`config.mk`:
```
export PLATFORM = sky130hd
export DESIGN_NAME = get_packet_gen
export DESIGN_NICKNAME = d
export VERILOG_FILES = /design/src/rtl/get_packet_gen.sv
export SDC_FILE = /design/constraint.sdc
export NUM_CORES = 1
export LEC_CHECK = 0
export CAP_MARGIN = 20
export CORE_ASPECT_RATIO = 1.1
export CORE_MARGIN = 2
export CORE_UTILIZATION = 30
export CTS_BUF_LIST = sky130_fd_sc_hd__clkbuf_16
export DETAILED_ROUTE_END_ITERATION = 6
export SETUP_SLACK_MARGIN = 0.15
export SLEW_MARGIN = 20
export SYNTH_ARGS = -nofsm -noshare
export SYNTH_HDL_FRONTEND = slang
export SYNTH_SLANG_ARGS = --single-unit
```
`constraint.sdc`:
```
create_clock -name clk -period 4.2 [get_ports clk]
set_input_delay 1.05 -clock clk [delete_from_list [all_inputs] [get_ports clk]]
set_output_delay 1.05 -clock clk [all_outputs]
set_load 0.03 [all_outputs]
```
`src/rtl/get_packet_gen.sv`:
```
// -----------------------------------------------------------------------------
// get_packet_gen
// Host-side USB receive packet parser. Consumes the SIE receive byte stream,
// classifies the packet by PID (handshake or data), forwards data payload to
// the RX FIFO while withholding the last HOLD_BYTES bytes (CRC trailer), and
// reports packet status, byte count and error flags to the transaction
// controller.
//
// Optional feature macro: GET_PACKET_PID_CHECK_EN
//   defined   : PID[7:4] must equal ~PID[3:0]; a mismatch raises pid_err.
//   undefined : no PID integrity check, pid_err tied to 0.
//
// Ports
//   clk                 in   clock
//   rst                 in   synchronous active-high reset
//   get_packet_en       in   pulse: start receiving one packet (IDLE only)
//   rx_data_in          in   byte from the SIE
//   rx_data_valid       in   rx_data_in / rx_stream_status_in valid
//   rx_stream_status_in in   0 = PID byte, 1 = data byte, other = EOP status
//   sie_rx_timeout      in   single-cycle timeout pulse from the SIE
//   rx_fifo_full        in   RX FIFO full
//   rx_fifo_data        out  payload byte to the FIFO
//   rx_fifo_wen         out  FIFO write strobe, one cycle per byte
//   rx_packet_rdy       out  one-cycle pulse: packet finished, status valid
//   rx_pkt_status       out  {data_seq, ack, stall, nak, timeout, overflow,
//                             bitstuff_err, crc_err}
//   rx_pid              out  received PID[3:0]
//   sie_rx_timeout_en   out  enables the SIE timeout counter
//   rx_byte_cnt         out  payload bytes written to or dropped at the FIFO
//   babble              out  payload exceeded MAX_PKT_BYTES
//   pid_err             out  PID integrity check failed
// -----------------------------------------------------------------------------
module get_packet_gen #(
  parameter int DATA_W        = 8,
  parameter int HOLD_BYTES    = 2,
  parameter int MAX_PKT_BYTES = 64,
  parameter int CNT_W         = 11
) (
  input  logic              clk,
  input  logic              rst,
  input  logic              get_packet_en,
  input  logic [DATA_W-1:0] rx_data_in,
  input  logic              rx_data_valid,
  input  logic [7:0]        rx_stream_status_in,
  input  logic              sie_rx_timeout,
  input  logic              rx_fifo_full,
  output logic [DATA_W-1:0] rx_fifo_data,
  output logic              rx_fifo_wen,
  output logic              rx_packet_rdy,
  output logic [7:0]        rx_pkt_status,
  output logic [3:0]        rx_pid,
  output logic              sie_rx_timeout_en,
  output logic [CNT_W-1:0]  rx_byte_cnt,
  output logic              babble,
  output logic              pid_err
);

  // Bit positions inside rx_pkt_status.
  localparam int B_CRC   = 0;
  localparam int B_BSTF  = 1;
  localparam int B_OVF   = 2;
  localparam int B_TMO   = 3;
  localparam int B_NAK   = 4;
  localparam int B_STALL = 5;
  localparam int B_ACK   = 6;
  localparam int B_DSEQ  = 7;

  // Hold occupancy counter only has to reach HOLD_BYTES (at most 4).
  localparam int                HCW      = 3;
  localparam logic [HCW-1:0]    HOLD_CNT = HCW'(HOLD_BYTES);
  localparam logic [CNT_W-1:0]  MAX_CNT  = CNT_W'(MAX_PKT_BYTES);

  // Only the low PID nibble is needed unless the integrity check is built in.
`ifdef GET_PACKET_PID_CHECK_EN
  localparam int PID_KEEP = 8;
`else
  localparam int PID_KEEP = 4;
`endif

  typedef enum logic [2:0] {
    ST_IDLE,
    ST_WAIT_PID,
    ST_CHK_PID,
    ST_HSHK,
    ST_DATA,
    ST_DONE
  } state_t;

  state_t               stateReg, stateNext;

  logic [DATA_W-1:0]    fifoDataReg, fifoDataNext;
  logic                 wenReg, wenNext;
  logic                 rdyReg, rdyNext;
  logic [7:0]           statusReg, statusNext;
  logic [3:0]           pidReg, pidNext;
  logic                 toEnReg, toEnNext;
  logic [CNT_W-1:0]     cntReg, cntNext;
  logic                 babbleReg, babbleNext;
  logic                 pidErrReg, pidErrNext;

  // PID byte captured in WAIT_PID and evaluated in CHK_PID.
  logic [PID_KEEP-1:0]  pidByteReg, pidByteNext;
  logic                 pidStsOkReg, pidStsOkNext;

  // Trailer hold register: entry 0 is the oldest byte once the register fills.
  logic [DATA_W-1:0]    holdReg  [HOLD_BYTES];
  logic [DATA_W-1:0]    holdNext [HOLD_BYTES];
  logic [HCW-1:0]       holdCntReg, holdCntNext;
  logic                 loadEn;
  logic                 shiftEn;

  // Packet-phase handling is shared between the HSHK/DATA states and the
  // CHK_PID cycle that routes into them, so a byte arriving right after the
  // PID is not lost and the stream runs at one byte per cycle.
  logic                 doHshk;
  logic                 doData;

  // ---------------------------------------------------------------------------
  // Hold register next-state: partial fill writes the next free slot, a full
  // register shifts towards entry 0 and takes the new byte at the top.
  // ---------------------------------------------------------------------------
  for (genvar gi = 0; gi < HOLD_BYTES; gi++) begin : g_hold
    if (gi == HOLD_BYTES - 1) begin : g_top
      assign holdNext[gi] = (shiftEn || (loadEn && holdCntReg == HCW'(gi)))
                            ? rx_data_in : holdReg[gi];
    end else begin : g_low
      assign holdNext[gi] = shiftEn ? holdReg[gi+1]
                          : (loadEn && holdCntReg == HCW'(gi)) ? rx_data_in
                          : holdReg[gi];
    end
  end

  // ---------------------------------------------------------------------------
  // State and output registers
  // ---------------------------------------------------------------------------
  always_ff @(posedge clk) begin
    if (rst) begin
      stateReg    <= ST_IDLE;
      fifoDataReg <= '0;
      wenReg      <= 1'b0;
      rdyReg      <= 1'b0;
      statusReg   <= '0;
      pidReg      <= '0;
      toEnReg     <= 1'b0;
      cntReg      <= '0;
      babbleReg   <= 1'b0;
      pidErrReg   <= 1'b0;
      pidByteReg  <= '0;
      pidStsOkReg <= 1'b0;
      holdCntReg  <= '0;
      for (int i = 0; i < HOLD_BYTES; i++) begin
        holdReg[i] <= '0;
      end
    end else begin
      stateReg    <= stateNext;
      fifoDataReg <= fifoDataNext;
      wenReg      <= wenNext;
      rdyReg      <= rdyNext;
      statusReg   <= statusNext;
      pidReg      <= pidNext;
      toEnReg     <= toEnNext;
      cntReg      <= cntNext;
      babbleReg   <= babbleNext;
      pidErrReg   <= pidErrNext;
      pidByteReg  <= pidByteNext;
      pidStsOkReg <= pidStsOkNext;
      holdCntReg  <= holdCntNext;
      for (int i = 0; i < HOLD_BYTES; i++) begin
        holdReg[i] <= holdNext[i];
      end
    end
  end

  // ---------------------------------------------------------------------------
  // Next-state and output logic
  // ---------------------------------------------------------------------------
  always_comb begin
    stateNext    = stateReg;
    fifoDataNext = fifoDataReg;
    wenNext      = 1'b0;
    rdyNext      = 1'b0;
    statusNext   = statusReg;
    pidNext      = pidReg;
    cntNext      = cntReg;
    babbleNext   = babbleReg;
    pidErrNext   = pidErrReg;
    pidByteNext  = pidByteReg;
    pidStsOkNext = pidStsOkReg;
    holdCntNext  = holdCntReg;
    loadEn       = 1'b0;
    shiftEn      = 1'b0;
    doHshk       = 1'b0;
    doData       = 1'b0;

    case (stateReg)
      ST_IDLE: begin
        if (get_packet_en) begin
          statusNext  = '0;
          pidNext     = '0;
          cntNext     = '0;
          babbleNext  = 1'b0;
          pidErrNext  = 1'b0;
          holdCntNext = '0;
          stateNext   = ST_WAIT_PID;
        end
      end

      ST_WAIT_PID: begin
        if (sie_rx_timeout) begin
          statusNext[B_TMO] = 1'b1;
          stateNext         = ST_DONE;
        end else if (rx_data_valid) begin
          pidByteNext  = rx_data_in[PID_KEEP-1:0];
          pidStsOkNext = (rx_stream_status_in == 8'd0);
          stateNext    = ST_CHK_PID;
        end
      end

      ST_CHK_PID: begin
        if (!pidStsOkReg) begin
          // First byte was not tagged as a PID: treat as a lost packet.
          statusNext[B_TMO] = 1'b1;
          stateNext         = ST_DONE;
        end else begin
          pidNext = pidByteReg[3:0];
`ifdef GET_PACKET_PID_CHECK_EN
          if (pidByteReg[7:4] != ~pidByteReg[3:0]) begin
            pidErrNext = 1'b1;
            stateNext  = ST_DONE;
          end else
`endif
          if (pidByteReg[1:0] == 2'b10) begin
            doHshk = 1'b1;
          end else if (pidByteReg[1:0] == 2'b11) begin
            doData = 1'b1;
          end else begin
            stateNext = ST_DONE;
          end
        end
      end

      ST_HSHK: doHshk = 1'b1;

      ST_DATA: doData = 1'b1;

      ST_DONE: begin
        rdyNext   = 1'b1;
        stateNext = ST_IDLE;
      end

      default: stateNext = ST_IDLE;
    endcase

    if (doHshk || doData) begin
      stateNext = doHshk ? ST_HSHK : ST_DATA;
      if (sie_rx_timeout) begin
        // Timeout beats a byte arriving in the same cycle; trailer is dropped.
        statusNext[B_TMO] = 1'b1;
        holdCntNext       = '0;
        stateNext         = ST_DONE;
      end else if (rx_data_valid) begin
        if (doHshk) begin
          statusNext[B_OVF]   = rx_data_in[2];
          statusNext[B_NAK]   = rx_data_in[3];
          statusNext[B_STALL] = rx_data_in[4];
          statusNext[B_ACK]   = rx_data_in[5];
          stateNext           = ST_DONE;
        end else if (rx_stream_status_in == 8'd1) begin
          if (holdCntReg < HOLD_CNT) begin
            loadEn      = 1'b1;
            holdCntNext = holdCntReg + 1'b1;
          end else begin
            // Oldest held byte leaves; the new byte takes its place.
            shiftEn      = 1'b1;
            fifoDataNext = holdReg[0];
            if (cntReg < MAX_CNT) begin
              if (rx_fifo_full) begin
                statusNext[B_OVF] = 1'b1;
              end else begin
                wenNext = 1'b1;
              end
            end else begin
              babbleNext = 1'b1;
            end
            // Counter stops one past the limit so babble stays visible.
            if (cntReg <= MAX_CNT) begin
              cntNext = cntReg + 1'b1;
            end
          end
        end else if (rx_stream_status_in != 8'd0) begin
          statusNext[B_CRC]  = rx_stream_status_in[0];
          statusNext[B_BSTF] = rx_stream_status_in[1];
          statusNext[B_DSEQ] = rx_stream_status_in[6];
          holdCntNext        = '0;
          stateNext          = ST_DONE;
        end
      end
    end

    toEnNext = (stateNext == ST_WAIT_PID) || (stateNext == ST_CHK_PID) ||
               (stateNext == ST_HSHK)     || (stateNext == ST_DATA);
  end

  assign rx_fifo_data      = fifoDataReg;
  assign rx_fifo_wen       = wenReg;
  assign rx_packet_rdy     = rdyReg;
  assign rx_pkt_status     = statusReg;
  assign rx_pid            = pidReg;
  assign sie_rx_timeout_en = toEnReg;
  assign rx_byte_cnt       = cntReg;
  assign babble            = babbleReg;
  assign pid_err           = pidErrReg;

endmodule

```
==> results of run 1 <==
-- area by class of cell --
class	count	area, µm²
repair buffers	58	570.5
well taps	114	142.6
clock inverters	7	103.9
clock buffers	9	225.2
flip-flops and latches	62	1241
multi-input cells	225	1459
inverters	5	18.77
fillers	881	5202
-- power by group through the flow --
stage	sequential, µW	combinational [µW]	clock [µW]
after CTS	612	121	837
after floorplan	625	71.3	0
after global placement	624	121	0
after detailed placement	625	121	0
final	612	121	821
after global routing	614	131	876
-- tightest hold or removal path, stage by stage (launching register included) --
cell and delay, ns:
dfxtp_1 0.31, nand2_1 0.05, a21oi_1 0.05
-- flip-flops by register name, indices dropped and copies added, names as in the netlist --
register           cells
rx_pid                 4
holdReg               16
rx_fifo_data           8
rx_pkt_status          8
rx_byte_cnt           11
pidStsOkReg            1
stateReg               3
pidByteReg             4
rx_packet_rdy          1
holdCntReg             3
babble                 1
rx_fifo_wen            1
sie_rx_timeout_en      1
-- metrics by stage --
| step | std cells | area [µm²] | worst slack, ns | hold WS [ns] | total power, µW |
|---|---|---|---|---|---|
| after floorplan | 308 | 2795 | 1.702 | 0.4322 | 696.3 |
| after global placement | 464 | 3432 | 1.020 | 0.4455 | 745.1 |
| after detailed placement | 464 | 3432 | 0.9325 | 0.4484 | 745.9 |
| after CTS | 480 | 3761 | 1.265 | 0.4571 | 1570 |
| after global routing | 480 | 3761 | 1.042 | 0.4777 | 1621 |
| final | 480 | 3761 | 1.301 | 0.4591 | 1555 |
-- routing by layer --
| metal | vias to the layer above | GRT usage [%] |
|---|---|---|
| li1 | 1214 | - |
| met4 | 0 | 4.286 |
| met1 | 1145 | 19.31 |
| met2 | 66 | 21.28 |
| met5 | - | 0 |
| met3 | 6 | 5.075 |
-- worst paths after layout --
kind,depth (start not counted),slack [ns],startpoint,endpoint
worst max register to register,6,2.07,stateReg[1]$_SDFF_PP0_,holdReg[0][5]$_SDFFE_PP0P_
worst min register to register,2,0.46,pidByteReg[3]$_SDFFE_PP0P_,pidByteReg[3]$_SDFFE_PP0P_
worst max-delay path,6,1.30,rx_stream_status_in[6],holdReg[0][5]$_SDFFE_PP0P_
worst min-delay path,2,0.46,pidByteReg[3]$_SDFFE_PP0P_,pidByteReg[3]$_SDFFE_PP0P_
-- layout by cell type, fill, tap and decap left out, types with 6 or more instances in the layout --
cell type	count
nor3_1	7
nand2_1	27
nand3_1	19
clkdlybuf4s50_1	55
mux2i_1	25
a211oi_1	8
a21oi_1	24
nor2_1	38
dfxtp_1	62
and2_1	6
clkbuf_16	9
-- kinds of logic (layout without fill, tap and decap cells) --
logic type,after synthesis,after routing
DFF,62,62
other,1,1
buffers and inverters,21,79
and+or+nand+nor,134,134
muxes,25,25
AOI/OAI and AO/OA,60,60
adders and majority gates,5,5
==> flow_metrics.py, run 1 <==
metrics = {
    "place": {
        "dp_hpwl_um": 4788,
        "io_buffers": 56,
        "place.gp.congestion": 0.8512,
    },
    "synthesis": {
        "synth_compound_area_share_pct": 14.06,
        "synth_seq_cells": 62,
        "synth_edf_count": 0,
        "synth_area_leaders": "dfxtp_1 (44%), mux2i_1 (9.0%), nor2_1 (5.1%)",
        "synth_area_per_cell_um2": 9.075,
        "netlist_area_um2": 2795,
        "synth_adder_area_share_pct": 2.238,
        "synth_nets": 335,
        "ys_seq_area_share_pct": 44.40,
        "synthArstFlopShare_pct": 0,
        "yosys.area_share.simple_pct": 26.63,
        "yosysTopAreaCell": "dfxtp_1",
        "yosysTopAreaCellShare_pct": 44.40,
        "yosysMostFrequentCell": "dfxtp_1",
        "synth_top_family_by_area": "simple AND/OR/NAND/NOR gates",
        "syn_inst": 308,
        "synth_mux_area_share_pct": 8.953,
        "synth.top_cells.by_count": "dfxtp_1 (62), nor2_1 (38), nand2_1 (27)",
        "ys_types": 54,
        "synth-xor-area-share_pct": 0,
        "yosysWarningCount": 0,
        "synth_ff_type": "dfxtp_1",
    },
    "floorplan": {
        "dieArea_um2": 10110,
        "core_um2": 8964,
        "chipWidth_um": 96.04,
        "die_y_um": 105.2,
        "ios": 58,
        "rows": 36,
        "start_util_pct": 31.18,
    },
    "routing": {
        "routed_wl_um": 6695,
        "drcViolationCount": 0,
        "wl_met3_um": 380,
        "top_layer_used": "met4",
        "wire_per_inst_um": 13.95,
        "wl_met1_um": 3154,
        "final_antenna_net_count": 0,
        "first_pass_iters": 4,
        "wl_met2_um": 3092,
        "vias_per_cell": 5.065,
        "drt_iter0_markers": 132,
        "vias": 2431,
    },
    "cts": {
        "cts_buffers": 9,
        "post_cts_buffers": 0,
        "cts_tree": "built",
        "htreeDepth": 3,
        "cts_buffer_depth": 2,
        "clock_latency_ns": 0.32,
        "root_buffer": "clkbuf_16",
        "cts_resized": 0,
        "clk_pin_slew_worst_paths_ns": 0.06,
        "hold_buffers": 0,
        "cts.sinks": 62,
    },
    "cells_and_area": {
        "final_util_pct": 41.96,
        "antenna_cells": 0,
        "syn2layout_area_growth_pct": 34.56,
        "final_nets": 388,
        "drive_gt1_share_pct": 9.016,
    },
    "sta": {
        "rsz0062_at_grt": "no",
        "finalCritPeriodShare_pct": 69.02,
        "fmax_ghz": 0.3450,
        "hold_violations": 0,
        "tns_ns": 0,
        "slew_headroom_pct": 53.45,
        "slew_viol_final": 0,
        "fin_crit_ns": 2.899,
        "fin_worst_skew_ns": 0.005063,
        "tightest_slew_ns": 0.6961,
        "setup_viol_count_final": 0,
    },
    "setup_path": {
        "path_buf_inv": 1,
        "crit_chain": "clkdlybuf4s50_1, nor4_2, nand3_2, nor3_4, nor2_1, a211oi_1",
        "crit_required_ns": 4.43,
        "worst-path-max-fanout": 16,
        "critPathKind": "primary input to register",
        "worst_setup_path_start_kind": "primary input",
        "arrival_ns": 3.13,
        "crit_path_end_kind": "register",
        "cp_slowest_cell": "nor3_4",
        "cp_top_family": "simple AND/OR/NAND/NOR gates",
        "slowest_delay_ns": 0.58,
    },
    "status": {
        "status": "complete, no violations",
    },
    "power": {
        "internal-power_uw": 1178,
        "p_clk_share_pct": 52.8,
        "p_per_area_nw_per_um2": 413.3,
        "ir_drop_uv": 176.2,
        "switchingPower_uw": 377.0,
        "pwr-share-comb_pct": 7.8,
        "pwr-share-seq_pct": 39.4,
        "switching_share_pct": 24.25,
        "p_leak_uw": 0.001246,
    },
    "flow_run": {
        "drv_cap": 0,
    },
    "grt": {
        "grt_pass1_vias": 2203,
        "grt_antenna_before_repair": 0,
        "track_usage_pct": 14.31,
        "grt_first_pass_wirelength_um": 11210,
        "grt_max_degree": 39,
        "overflow": 0,
    },
    "worst_hold_path": {
        "hold_path.class": "register to register",
    },
}
Note: power is estimated with default switching activity, not from simulation.
==> inputs of run 2 (changes only) <==
- clock period: 4.2 -> 2.7 ns (I/O delays scaled with it)
==> run 2 against run 1 <==
Register-to-register slack lost 1.4 ns. Non-clock buffer count grew 11. Clock-buffer cell count is the same. Critical endpoint is now holdReg[0][0]$_SDFFE_PP0P_. Largest cell class unchanged.
==> flow_metrics.py, run 2 (synthesis results as in run 1) <==
metrics = {
    "routing": {
        "vias": 2451,
        "vias_per_cell": 4.992,
        "first_pass_iters": 4,
        "wire_per_inst_um": 13.68,
        "final_antenna_net_count": 0,
        "routed_wl_um": 6718,
        "drcViolationCount": 0,
        "drt_iter0_markers": 151,
    },
    "cts": {
        "clk_pin_slew_worst_paths_ns": 0.05,
        "cts.sinks": 62,
        "htreeDepth": 3,
        "cts_buffer_depth": 2,
        "root_buffer": "clkbuf_16",
        "post_cts_buffers": 0,
        "cts_buffers": 9,
        "clock_latency_ns": 0.32,
        "cts_tree": "built",
    },
    "setup_path": {
        "slowest_delay_ns": 0.52,
        "path_buf_inv": 2,
        "crit_path_end_kind": "register",
        "cp_slowest_cell": "clkdlybuf4s50_1",
        "worst-path-max-fanout": 8,
        "critPathKind": "primary input to register",
        "worst_setup_path_start_kind": "primary input",
        "arrival_ns": 2.62,
        "crit_chain": "clkdlybuf4s50_1, and4b_1, a32oi_2, nor3_2, buf_4, mux2i_1, a211oi_1",
        "crit_required_ns": 2.93,
        "cp_top_family": "buffers and inverters",
    },
    "sta": {
        "setup_viol_count_final": 0,
        "finalCritPeriodShare_pct": 88.41,
        "slew_headroom_pct": 64.90,
        "tightest_slew_ns": 0.5254,
        "slew_viol_final": 0,
        "hold_violations": 0,
        "tns_ns": 0,
        "rsz0062_at_grt": "no",
        "fmax_ghz": 0.4189,
        "fin_crit_ns": 2.387,
        "fin_worst_skew_ns": 0.006228,
    },
    "floorplan": {
        "rows": 36,
        "die_y_um": 105.2,
        "chipWidth_um": 96.04,
        "start_util_pct": 31.18,
        "dieArea_um2": 10110,
        "core_um2": 8964,
        "ios": 58,
    },
    "grt": {
        "grt_first_pass_wirelength_um": 11250,
        "grt_pass1_vias": 2321,
        "grt_antenna_before_repair": 0,
        "overflow": 0,
        "track_usage_pct": 14.19,
        "grt_max_degree": 52,
    },
    "cells_and_area": {
        "largest_reg_flops": 16,
        "layout.cells.most_common_list": "dfxtp_1 (62), clkdlybuf4s50_1 (55), nor2_1 (38)",
        "final_common_cell": "dfxtp_1",
        "regMostFlops": "holdReg",
        "final_nets": 399,
        "drive_gt1_share_pct": 10.34,
        "instances_no_fill": 491,
        "antenna_cells": 0,
        "syn2layout_area_growth_pct": 36.17,
        "fill_cells": 881,
    },
    "place": {
        "place.gp.congestion": 0.7674,
        "place_inst": 475,
        "dp_hpwl_um": 4821,
        "io_buffers": 56,
    },
    "power": {
        "p_per_area_nw_per_um2": 565.6,
        "finalPower_uw": 2153,
        "ir_drop_uv": 275.0,
        "p_leak_uw": 0.001278,
    },
    "worst_hold_path": {
        "hold_path.class": "register to register",
    },
    "status": {
        "status": "complete, no violations",
    },
    "flow_run": {
        "drv_cap": 0,
    },
}
-- run 2: layout make-up --
cell class                 count  area (µm²)  area share, %
sequential                    62        1241          32.61
tap                          114       142.6          3.748
timing repair buffer          69       678.2          17.82
inverter                       5       18.77         0.4931
multi-input combinational    225        1468          38.56
clock inverter                 7       32.53         0.8547
clock buffer                   9       225.2          5.917
-- run 2: final timing paths --
| check | startpoint | to | slack, ns | cells after the start |
|---|---|---|---|---|
| max | sie_rx_timeout | holdReg[0][0]$_SDFFE_PP0P_ | 0.31 | 7 |
| min | babble$_SDFF_PP0_ | babble$_SDFF_PP0_ | 0.45 | 2 |
| max reg2reg | stateReg[1]$_SDFF_PP0_ | holdReg[0][0]$_SDFFE_PP0P_ | 0.63 | 6 |
| min reg2reg | babble$_SDFF_PP0_ | babble$_SDFF_PP0_ | 0.45 | 2 |
-- run 2: stage by stage --
step	util, %	cell area, µm²	hold WS [ns]	setup slack, ns
final	42.46	3806	0.4496	0.3129
after global routing	42.46	3806	0.4735	0.1846
after CTS	42.36	3797	0.4568	0.2918
after detailed placement	39.49	3540	0.4488	-0.02794
after global placement	39.49	3540	0.4437	-0.01937
after floorplan	-	2795	0.4322	0.5770
-- run 2: where the power goes --
group          total, µW  internal (µW)  switching [µW]
clock network       1000            603             398
logic                198           88.5             110
registers            953            930            22.7
-- run 2: timing repair --
action / 4_1_cts / 5_1_grt
setup endpoints to repair: 0 / 1
hold buffers: 0 / 0
resized for setup: 0 / 1
-- run 2: per-layer routing --
layer  global-route usage (%)  wire length [µm]  part of all wire [%]
met1                    18.31              3249                    48
met2                    22.22              3060                    46
met3                    4.575               323                   4.8
met4                    4.592                84                   1.3
met5                        0                 0                     0
-- run 2: tightest hold or removal path: stages, from the launching register on --
cell	delay [ns]
dfxtp_1	0.30
nand2_1	0.05
a21oi_1	0.05
